==> config.mk <==
export PLATFORM = sky130hd
export DESIGN_NAME = sdram_stream_writer
export DESIGN_NICKNAME = d
export VERILOG_FILES = /design/src/rtl/sdram_stream_writer.sv
export SDC_FILE = /design/constraint.sdc
export NUM_CORES = 1
export LEC_CHECK = 0
export ABC_AREA = 1
export BUFFER_PORTS_ARGS = -buffer_cell sky130_fd_sc_hd__buf_2
export CAP_MARGIN = 0
export CORE_MARGIN = 4
export CORE_UTILIZATION = 40
export CTS_CLUSTER_DIAMETER = 120
export DETAILED_ROUTE_END_ITERATION = 7
export PLACE_DENSITY_LB_ADDON = 0.3
export REMOVE_ABC_BUFFERS = 1
export SLEW_MARGIN = 20
export SYNTH_ARGS = -nofsm -noshare
export SYNTH_HDL_FRONTEND = slang
export SYNTH_SLANG_ARGS = --single-unit
==> constraint.sdc <==
create_clock -name clk -period 4.3 [get_ports clk]
set_clock_uncertainty 0.05 [all_clocks]
set_input_delay 0.43 -clock clk [delete_from_list [all_inputs] [get_ports clk]]
set_output_delay 0.43 -clock clk [all_outputs]
set_load 0.02 [all_outputs]
==> src/rtl/sdram_stream_writer.sv <==
// sdram_stream_writer
//   Feeds the sdram_ctrl write port from a valid/ready word stream. Words are
//   buffered in a show-ahead FIFO and issued as wreq/waddr/wdata. Each start
//   writes one frame of FRAME_WORDS words at consecutive addresses, beginning
//   at base_addr. The FIFO lets a bursty source ride through controller stalls.
// Ports
//   clk, rst              clock, asynchronous active-high reset
//   start, base_addr      begin a frame when idle; base sampled on acceptance
//   in_valid/in_ready     source handshake, in_data is the source word
//   wreq/wgnt             write request; a word is consumed on wreq && wgnt
//   waddr, wdata          address and data of the current FIFO head
//   busy, done            frame in progress; done pulses after the last grant
//   level                 FIFO occupancy
module sdram_stream_writer #(
    parameter int DEPTH       = 16,
    parameter int FRAME_WORDS = 1024,
    parameter int AW          = 24,
    parameter int DW          = 16,
    localparam int LW         = $clog2(DEPTH) + 1
) (
    input  logic          clk,
    input  logic          rst,
    input  logic          start,
    input  logic [AW-1:0] base_addr,
    input  logic          in_valid,
    output logic          in_ready,
    input  logic [DW-1:0] in_data,
    output logic          wreq,
    input  logic          wgnt,
    output logic [AW-1:0] waddr,
    output logic [DW-1:0] wdata,
    output logic          busy,
    output logic          done,
    output logic [LW-1:0] level
);
    localparam int CW = $clog2(FRAME_WORDS + 1);

    typedef enum logic [1:0] {IDLE, RUN, FIN} state_t;

    state_t        state_q, state_d;
    logic [AW-1:0] addr_q, addr_d;
    logic [CW-1:0] in_cnt_q, in_cnt_d;
    logic [CW-1:0] wr_cnt_q, wr_cnt_d;
    logic [LW-1:0] wptr_q, wptr_d;
    logic [LW-1:0] rptr_q, rptr_d;
    logic [DW-1:0] last_q, last_d;
    logic [DW-1:0] mem [DEPTH];

    logic full, empty, push, pop;
    logic [DW-1:0] head;

    // Pointers carry one extra MSB so full and empty are distinguishable.
    assign level = wptr_q - rptr_q;
    assign full  = (level == LW'(DEPTH));
    assign empty = (wptr_q == rptr_q);
    assign head  = mem[rptr_q[LW-2:0]];
    assign push  = in_valid && in_ready;
    assign pop   = wreq && wgnt;

    // State register
    always_ff @(posedge clk or posedge rst) begin
        if (rst) state_q <= IDLE;
        else     state_q <= state_d;
    end

    // Next-state logic
    always_comb begin
        state_d = state_q;
        case (state_q)
            IDLE:    if (start) state_d = RUN;
            RUN:     if (pop && wr_cnt_q == CW'(FRAME_WORDS - 1)) state_d = FIN;
            FIN:     state_d = IDLE;
            default: state_d = IDLE;
        endcase
    end

    // Outputs depend only on registers, never on wgnt or in_valid.
    always_comb begin
        in_ready = (state_q == RUN) && !full && (in_cnt_q < CW'(FRAME_WORDS));
        wreq     = (state_q == RUN) && !empty;
        busy     = (state_q != IDLE);
        done     = (state_q == FIN);
        waddr    = addr_q;
        // When empty, keep showing the most recently consumed word.
        wdata    = empty ? last_q : head;
    end

    // Datapath next-state
    always_comb begin
        addr_d   = addr_q;
        in_cnt_d = in_cnt_q;
        wr_cnt_d = wr_cnt_q;
        wptr_d   = wptr_q;
        rptr_d   = rptr_q;
        last_d   = last_q;
        if (state_q == IDLE) begin
            if (start) begin
                addr_d   = base_addr;
                in_cnt_d = '0;
                wr_cnt_d = '0;
                wptr_d   = '0;
                rptr_d   = '0;
            end
        end else if (state_q == RUN) begin
            if (push) begin
                wptr_d   = wptr_q + LW'(1);
                in_cnt_d = in_cnt_q + CW'(1);
            end
            if (pop) begin
                rptr_d   = rptr_q + LW'(1);
                addr_d   = addr_q + AW'(1);  // wraps modulo 2^AW
                wr_cnt_d = wr_cnt_q + CW'(1);
                last_d   = head;
            end
        end
    end

    always_ff @(posedge clk or posedge rst) begin
        if (rst) begin
            addr_q   <= '0;
            in_cnt_q <= '0;
            wr_cnt_q <= '0;
            wptr_q   <= '0;
            rptr_q   <= '0;
            last_q   <= '0;
        end else begin
            addr_q   <= addr_d;
            in_cnt_q <= in_cnt_d;
            wr_cnt_q <= wr_cnt_d;
            wptr_q   <= wptr_d;
            rptr_q   <= rptr_d;
            last_q   <= last_d;
        end
    end

    // Storage needs no reset: pointers alone define valid contents.
    always_ff @(posedge clk) begin
        if (push) mem[wptr_q[LW-2:0]] <= in_data;
    end
endmodule

==> results of run 1 <==
[sequential cells by signal (all words and copies together) (netlist names)]
name / count
rptr_q: 5
last_q: 16
in_cnt_q: 11
wptr_q: 5
wr_cnt_q: 11
state_q: 2
waddr: 24
mem: 256
[cell families after synthesis]
kind of cell,synth area share [%]
adders and majority gates,1.14
and+or+nand+nor,19.8
buffers and inverters,4.72
xor gates and xnor gates,0.942
AOI/OAI and AO/OA,9.29
DFF,64.1
[layer usage]
metal / track usage, % / wire length [um] / vias to the layer above / share of wire, %
met1: 26.0 / 17300 / 5330 / 45
met4: 5.58 / 959 / 0 / 2.5
met5: 0 / 0 / - / 0
met2: 29.9 / 17700 / 336 / 46
met3: 3.96 / 2460 / 67 / 6.4
li1: - / - / 5260 / -
[worst max-delay path, delay by kind of cell, from the launching register on]
kind | cells | cell delay (ns)
adders and majority gates | 1 | 0.38
buffers and inverters | 4 | 1.52
DFF | 1 | 0.41
and+or+nand+nor | 3 | 0.66
[cells in the mapped netlist, drive strengths merged, types with 3 or more instances]
library cell and n:
a21oi 11, a31oi 4, buf 43, clkbuf 32
clkinv 3, dfrtp 74, edfxtp 256, ha 12
inv 77, nand2 336, nand3 78, nand3b 6
nand4 23, nor2 233, nor3 28, o211ai 36
o21ai 158, o22ai 33, or2 4, xnor2 3
xor2 13
[through the flow]
stage	util [%]	hold slack, ns	instances	instance area, um2	TNS [ns]
after global routing	47.0	0.129	2063	17200	0
after floorplan	-	0.399	1394	14500	-347.22
final	47.0	0.116	2063	17200	0
after detailed placement	43.5	0.415	1992	15900	0
after global placement	43.5	0.412	1992	15900	0
after CTS	47.0	0.104	2063	17200	0
[final timing paths]
check	end	slack [ns]	startpoint
max reg2reg	last_q[15]	0.82	rptr_q[3]
min reg2reg	last_q[2]	0.43	last_q[2]
min	waddr[7]	0.12	base_addr[7]
min in group asynchronous	last_q[1]	0.51	rst
max	wreq	0.30	rptr_q[3]
max in group asynchronous	rptr_q[0]	2.83	rst
[report_power, final]
part	switching [mW]	total, mW	internal, mW
clock network	1.30	3.26	1.97
logic	3.12	4.43	1.30
registers	0.272	4.18	3.91
[final cells by class]
type / count / area share [%]
Timing Repair Buffer: 131 / 4.53
Multi-Input combinational cell: 984 / 27.4
Clock buffer: 54 / 6.12
Inverter: 80 / 1.78
Clock inverter: 16 / 1.22
Sequential cell: 330 / 55.5
Tap cell: 468 / 3.41
[what timing repair did]
item | in CTS | in global routing
hold endpoints to repair | 33 | 0
setup buffers | 0 | 0
setup endpoints to repair | 0 | 1
gates resized for setup | 0 | 1
hold buffers | 1 | 0
==> metrics.csv, run 1 <==
metric;value;unit
rsz0062_at_grt;no;
fillerInstances;3348;
final_common_cell;nand2_1;
post_synth.cell_area_avg;10.1;um2
clockRootBuffer;clkbuf_16;
ys.flop_type;edfxtp_1;
numCtsBuffers;38;
powerDensity;690;mW/mm2
layout_setup_ws;0.296;ns
setup_violations;0;
worstSetupEndpointType;primary output;
initial_core_util;40.6;%
cpMostUsedCell;inv_2;
routedWlPerCell;18.6;um
dp_slack;0.862;ns
core;0.0366;mm2
grt_pass1_wl;60800;um
fmaxAchievable;250;MHz
synth_area;0.0149;mm2
synthArstFlopShare;22.4;%
worstPathMaxFanout;18;
die_w;201;um
tightest_slew;1.11;ns
cp_slowest_cell;clkinv_1;
vdd_drop_max;0.393;mV
numPortBuffers;93;
wl;38300;um
track_usage;18.7;%
cts_tree;yes;
synth_area_leaders;edfxtp_1 (52%), dfrtp_1 (12%), nand2_1 (8.4%), nor2_1 (5.8%), o21ai_0 (4.9%);
drc_errors;0;
power;11.9;mW
clockBufferDepth;3;
synth_top_cell_area_share;51.7;%
first_pass_iters;5;
regArea;0.00954;mm2
drv_cap;0;
synth_seq_cells;330;
cts_max_level;2;
holdPathStages;3;
grt_overflow;0;
yosysTopAreaCell;edfxtp_1;
die_area;0.0403;mm2
areaGrowthSynthToFinish;15.5;%
status;finished clean;
slowest_delay;0.81;ns
synth-seq-area-share;64.1;%
multi_input_area;0.00471;mm2
vias;10993;
synth-edff-count;256;
layout.nets;1623;
io_pins;94;
clk_latency;0.54;ns
hold_violations;0;
drive_gt1_share;14.0;%
crit_type;reg2out;
antenna_found_initial;0;
finalMaxSlewViolations;0;
rows;70;
grt_max_degree;99;
yosys.cell_types.count;43;
start_kind;flop;
detailed_place_hpwl;23200;um
reg2reg_depth;9;
required;3.82;ns
dieHeight;201;um
final_cell_mix;nand2_1 (333), edfxtp_1 (256), nor2_1 (229);
p_leak;6.77;nW
yosys_warnings;0;
drtIter0Drc;928;
hold_path_class;in2reg;
clkTransAtPathRegs;0.06;ns
antenna_left;0;
gp_congestion;0.811;
min_period_over_period;93.1;%
cts.sinks;330;
synth_cells;1469;
grt_pass1_vias;10838;
drt-vias-per-instance;5.33;
num_antenna_cells;0;
finalCriticalPeriod;4.00;ns
slew_headroom;26.2;%
path_cells;inv_2 -> ha_1 -> inv_2 -> nor3_2 -> nand2_4 -> clkinv_1 -> nor2_1 -> buf_2;
worstPathArrival;3.52;ns
Note: power is estimated with default switching activity, not from simulation.
==> inputs of run 2 (changes only) <==
CELL_PAD_IN_SITES_DETAIL_PLACEMENT = 0   (was default)
CELL_PAD_IN_SITES_GLOBAL_PLACEMENT = 2   (was default)
==> run 2 against run 1 <==
Clock power down 3%; cell count down 0.15%; die area unchanged; non-clock buffer count down 2; sequential power about the same; largest power group unchanged; highest routed layer is now met5; sequential share of layout area up 0.27 points.
==> metrics.csv, run 2 (synthesis gave the netlist of run 1 again) <==
metric;value;unit;change
status;finished clean;;unchanged
power;11.8;mW;was 11.9 mW
finalCriticalPeriod;3.81;ns;was 4.00 ns
antenna_left;0;;unchanged
final_cell_mix;nand2_1 (333), edfxtp_1 (256), nor2_1 (229);;unchanged
hold_violations;0;;unchanged
cts_tree;yes;;unchanged
io_pins;94;;unchanged
grt_pass1_wl;61600;um;was 60,800 um
start_kind;flop;;unchanged
dp.cells;1990;;was 1,992
p_leak;6.72;nW;was 6.77 nW
final_common_cell;nand2_1;;unchanged
rsz0062_at_grt;no;;unchanged
hold_path_class;in2reg;;unchanged
required;3.82;ns;about the same
min_period_over_period;88.6;%;was 93.1%
initial_core_util;40.6;%;unchanged
first_pass_iters;5;;unchanged
slew_headroom;28.0;%;was 26.2%
drive_gt1_share;13.6;%;was 14.0%
die_w;201;um;unchanged
largest_reg_flops;256;;unchanged
routedWlPerCell;18.9;um;was 18.6 um
cts_resized;0;;unchanged
powerDensity;689;mW/mm2;was 690 mW/mm2
postPlaceCellArea;0.0159;mm2;about the same
dp_slack;0.922;ns;was 0.862 ns
clockBufferDepth;3;;unchanged
drv_cap;0;;unchanged
cts.sinks;330;;unchanged
die_area;0.0403;mm2;unchanged
track_usage;19.0;%;was 18.7%
cts_max_level;2;;unchanged
drtIter0Drc;662;;was 928
wl;39000;um;was 38,300 um
areaGrowthSynthToFinish;15.0;%;was 15.5%
clockRootBuffer;clkbuf_16;;unchanged
grt_max_degree;99;;unchanged
core;0.0366;mm2;unchanged
layout.nets;1621;;was 1,623
worstPathArrival;3.33;ns;was 3.52 ns
clk_latency;0.51;ns;was 0.54 ns
numPortBuffers;93;;unchanged
final_cells;2060;;was 2,063
tightest_slew;1.08;ns;was 1.11 ns
layout_setup_ws;0.491;ns;was 0.296 ns
grt_pass1_vias;10618;;was 10.8k
detailed_place_hpwl;24200;um;was 23,200 um
worstPathMaxFanout;71;;was 18
finalMaxSlewViolations;0;;unchanged
rows;70;;unchanged
clkTransAtPathRegs;0.06;ns;about the same
dieHeight;201;um;unchanged
setup_violations;0;;unchanged
fmaxAchievable;263;MHz;was 250 MHz
gp_congestion;0.770;;was 0.811
postCtsSetupBuffers;0;;unchanged
drt-vias-per-instance;5.20;;was 5.33
grt_overflow;0;;unchanged
antenna_found_initial;2;;was 0
crit_type;reg2out;;unchanged
vias;10712;;was 11.0k
drc_errors;0;;unchanged
num_antenna_cells;0;;unchanged
worstSetupEndpointType;primary output;;unchanged
vdd_drop_max;0.366;mV;was 0.393 mV
final_cell_area;0.0171;mm2;was 0.0172 mm2
numCtsBuffers;38;;unchanged
## run 2: final cells by class
cell class / instances / area [um2]
clock inverter: 13 / 161
fill: 3484 / 19500
timing repair buffer: 129 / 738
tap: 468 / 586
inverter: 80 / 305
clock buffer: 56 / 1060
multi-input combinational: 984 / 4710
sequential: 330 / 9540
## run 2: power breakdown
group          total, mW  internal [mW]  switching [mW]
Clock               3.15           1.90            1.26
Combinational       4.45           1.30            3.15
Sequential          4.18           3.91           0.277
## run 2: timing repair
action / in CTS / in global routing
endpoints found under the hold margin: 32 / 0
hold buffers: 1 / 0
setup endpoints to repair: 0 / 0
## run 2: per-layer routing
layer	vias up	share of wire, %	global-route usage, %
met3	63	4.6	3.02
met1	5140	45	25.9
li1	5255	-	-
met4	4	2.3	4.87
met5	-	0.067	0
met2	250	48	32.1
## run 2: critical path: stages (launching register included)
cell     delay [ns]
dfrtp_4        0.43
buf_4          0.53
buf_4          0.70
o21ai_0        0.20
o22ai_1        0.21
nand2_1        0.06
nand2_1        0.18
inv_1          0.06
nand2_1        0.10
nand2_1        0.06
nand2_1        0.06
buf_2          0.16
## run 2: per-stage QoR
step                      hold WS [ns]  TNS, ns  util, %
after floorplan                  0.399  -347.22        -
after detailed placement         0.420        0     43.4
after global placement           0.412        0     43.4
final                            0.127        0     46.7
after CTS                        0.107        0     46.7
after global routing             0.140        0     46.7
## run 2: worst paths after layout
kind,from,to,slack (ns),cells after the start
hold / removal,base_addr[11],waddr[11],0.13,3
hold reg to reg,last_q[12],last_q[12],0.43,2
setup reg to reg,wptr_q[0],mem[12][11],0.93,12
setup / recovery,rptr_q[0],wdata[15],0.49,11
min in group asynchronous,rst,last_q[15],0.48,3
max in group asynchronous,rst,rptr_q[0],2.87,4
==> inputs of run 3 (changes only) <==
CORE_MARGIN = 2   (was 4)
CORE_UTILIZATION = 36   (was 40)
RECOVER_POWER = 25   (was default)
clock period = 3.3 ns   (was 4.3 ns; I/O delays follow)
==> run 3 against run 2 <==
Clock power increased by 38%; wire length increased by 7.3%; combinational power increased by 35%; setup slack got worse by 0.36 ns; non-clock buffer count increased by 14; first-iteration DRC count increased by 14%; cell area increased by 1.9%; die area increased by 6.5%; worst hold slack got worse by 0.093 ns; critical path depth unchanged; global-route usage increased by 0.53 points; critical path type unchanged; largest power group unchanged.
==> metrics.csv, run 3 (synthesis gave the netlist of run 1 again) <==
metric;value;unit;change
start_kind;flop;;unchanged
p_leak;6.81;nW;was 6.72 nW
min_period_over_period;96.1;%;
cts_max_level;2;;unchanged
drive_gt1_share;14.2;%;was 13.6%
drv_cap;0;;unchanged
final_cell_mix;nand2_1 (333), edfxtp_1 (256), nor2_1 (228);;was nand2_1 (333), edfxtp_1 (256), nor2_1 (229)
rows;74;;was 70
fmaxAchievable;315;MHz;
tightest_slew;0.904;ns;was 1.08 ns
fin_setup_tns;0;ns;unchanged
crit_type;reg2out;;unchanged
grt_pass1_vias;10617;;about the same
initial_core_util;36.4;%;was 40.6%
detailed_place_hpwl;26000;um;was 24,200 um
powerDensity;910;mW/mm2;was 689 mW/mm2
final_common_cell;nand2_1;;unchanged
io_pins;94;;unchanged
grt_pass1_wl;65300;um;was 61,600 um
wl;41800;um;was 39,000 um
clk_latency;0.56;ns;was 0.51 ns
die_area;0.0430;mm2;was 0.0403 mm2
antenna_left;0;;unchanged
antenna_found_initial;0;;was 2
vias;10867;;was 10.7k
required;2.92;ns;was 3.82 ns
clockRootBuffer;clkbuf_16;;unchanged
finalMaxSlewViolations;0;;unchanged
fillerInstances;3886;;was 3,484
num_antenna_cells;0;;unchanged
worstPathArrival;2.79;ns;was 3.33 ns
numCtsBuffers;38;;unchanged
finalCriticalPeriod;3.17;ns;
layout.nets;1635;;was 1,621
setup_violations;0;;unchanged
holdPathStages;3;;unchanged
hold_path_class;in2reg;;unchanged
track_usage;19.6;%;was 19.0%
clkTransAtPathRegs;0.06;ns;about the same
slew_headroom;39.6;%;was 28.0%
dieHeight;207;um;was 201 um
worstPathMaxFanout;14;;was 71
grt_max_degree;99;;unchanged
grt_overflow;0;;unchanged
cts_tree;yes;;unchanged
status;finished clean;;unchanged
drtIter0Drc;755;;was 662
utilization;42.7;%;was 46.7%
first_pass_iters;5;;unchanged
die_w;207;um;was 201 um
numPortBuffers;93;;unchanged
regArea;0.00955;mm2;was 0.00954 mm2
multi_input_area;0.00472;mm2;was 0.00471 mm2
routedWlPerCell;19.5;um;was 18.9 um
hold_violations;0;;unchanged
vdd_drop_max;0.517;mV;was 0.366 mV
worstSetupEndpointType;primary output;;unchanged
largest_reg_flops;256;;unchanged
drt-vias-per-instance;5.08;;was 5.20
core;0.0408;mm2;was 0.0366 mm2
areaGrowthSynthToFinish;17.2;%;was 15.0%
rsz0062_at_grt;no;;unchanged
reg2reg_depth;11;;was 12
drc_errors;0;;unchanged
cts.sinks;330;;unchanged
clockBufferDepth;3;;unchanged
gp_congestion;0.821;;was 0.770
[run 3: cell count changes in the layout (fill, tap and decap cells not counted), moves of 2 or more]
cell / before / now
buf_2: 93 / 77
clkinv_2: 5 / 11
dlygate4sd3_1: 1 / 6
buf_12: 0 / 4
clkinvlp_4: 0 / 4
buf_4: 35 / 38
clkbuf_1: 15 / 18
bufinv_16: 3 / 5
clkbuf_8: 2 / 4
inv_6: 0 / 2
[run 3: layout make-up]
class	count	share of cell area [%]
well taps	532	3.82
inverters	80	1.76
clock buffers	43	5.73
clock inverters	27	1.74
multi-input cells	984	27.1
flip-flops and latches	330	54.8
repair buffers	143	5.14
[run 3: what timing repair did]
action	CTS	global route
hold endpoints to repair	12	0
hold buffers	6	0
resized for setup	2	4
setup endpoints to repair	17	4
pin swaps	0	0
buffers inserted	0	0
[run 3: power breakdown]
group	internal (mW)	leakage, nW	switching (mW)	total, mW
clock network	2.60	0.632	1.76	4.36
registers	5.09	3.25	0.387	5.48
logic	1.76	2.93	4.26	6.02
[run 3: path summary, 6_finish.rpt]
check                              endpoint         start  slack, ns
min in group asynchronous        last_q[12]           rst       0.19
worst max register to register  mem[15][14]     wptr_q[0]       0.25
worst min register to register    last_q[4]     last_q[4]       0.43
worst min-delay path               waddr[5]  base_addr[5]       0.03
max in group asynchronous         rptr_q[0]           rst       2.22
worst max-delay path               in_ready     wptr_q[0]       0.13
[run 3: routing by layer]
layer / GRT usage (%) / vias to the layer above / wire length [um]
met5: 0 / - / 0
met4: 5.17 / 0 / 895
met3: 4.21 / 47 / 2110
met2: 30.8 / 223 / 19100
met1: 27.5 / 5324 / 19700
li1: - / 5273 / -
[run 3: worst max-delay path, stage by stage, from the launching register on]
cell and delay [ns]:
dfrtp_2 0.45, inv_2 0.10, ha_1 0.15, inv_1 0.06, fa_1 0.50, or2_1 0.26
nor2_1 0.15, nand3_2 0.10, buf_4 0.20, nand2_1 0.08, nor2_1 0.04, buf_2 0.16
[run 3: per-stage QoR]
stage | total power [mW] | cells | hold slack (ns) | area [um2] | setup WS, ns
finish | 15.9 | 2139 | 0.0339 | 17400 | 0.128
global route | 16.9 | 2139 | 0.0272 | 17400 | 0.0102
CTS | 16.0 | 2139 | 0.00398 | 17400 | 0.0237
detailed placement | 11.6 | 2063 | 0.212 | 16100 | 0.293
global placement | 11.6 | 2063 | 0.213 | 16100 | 0.298
floorplan | 9.22 | 1394 | 0.379 | 14500 | -2.36
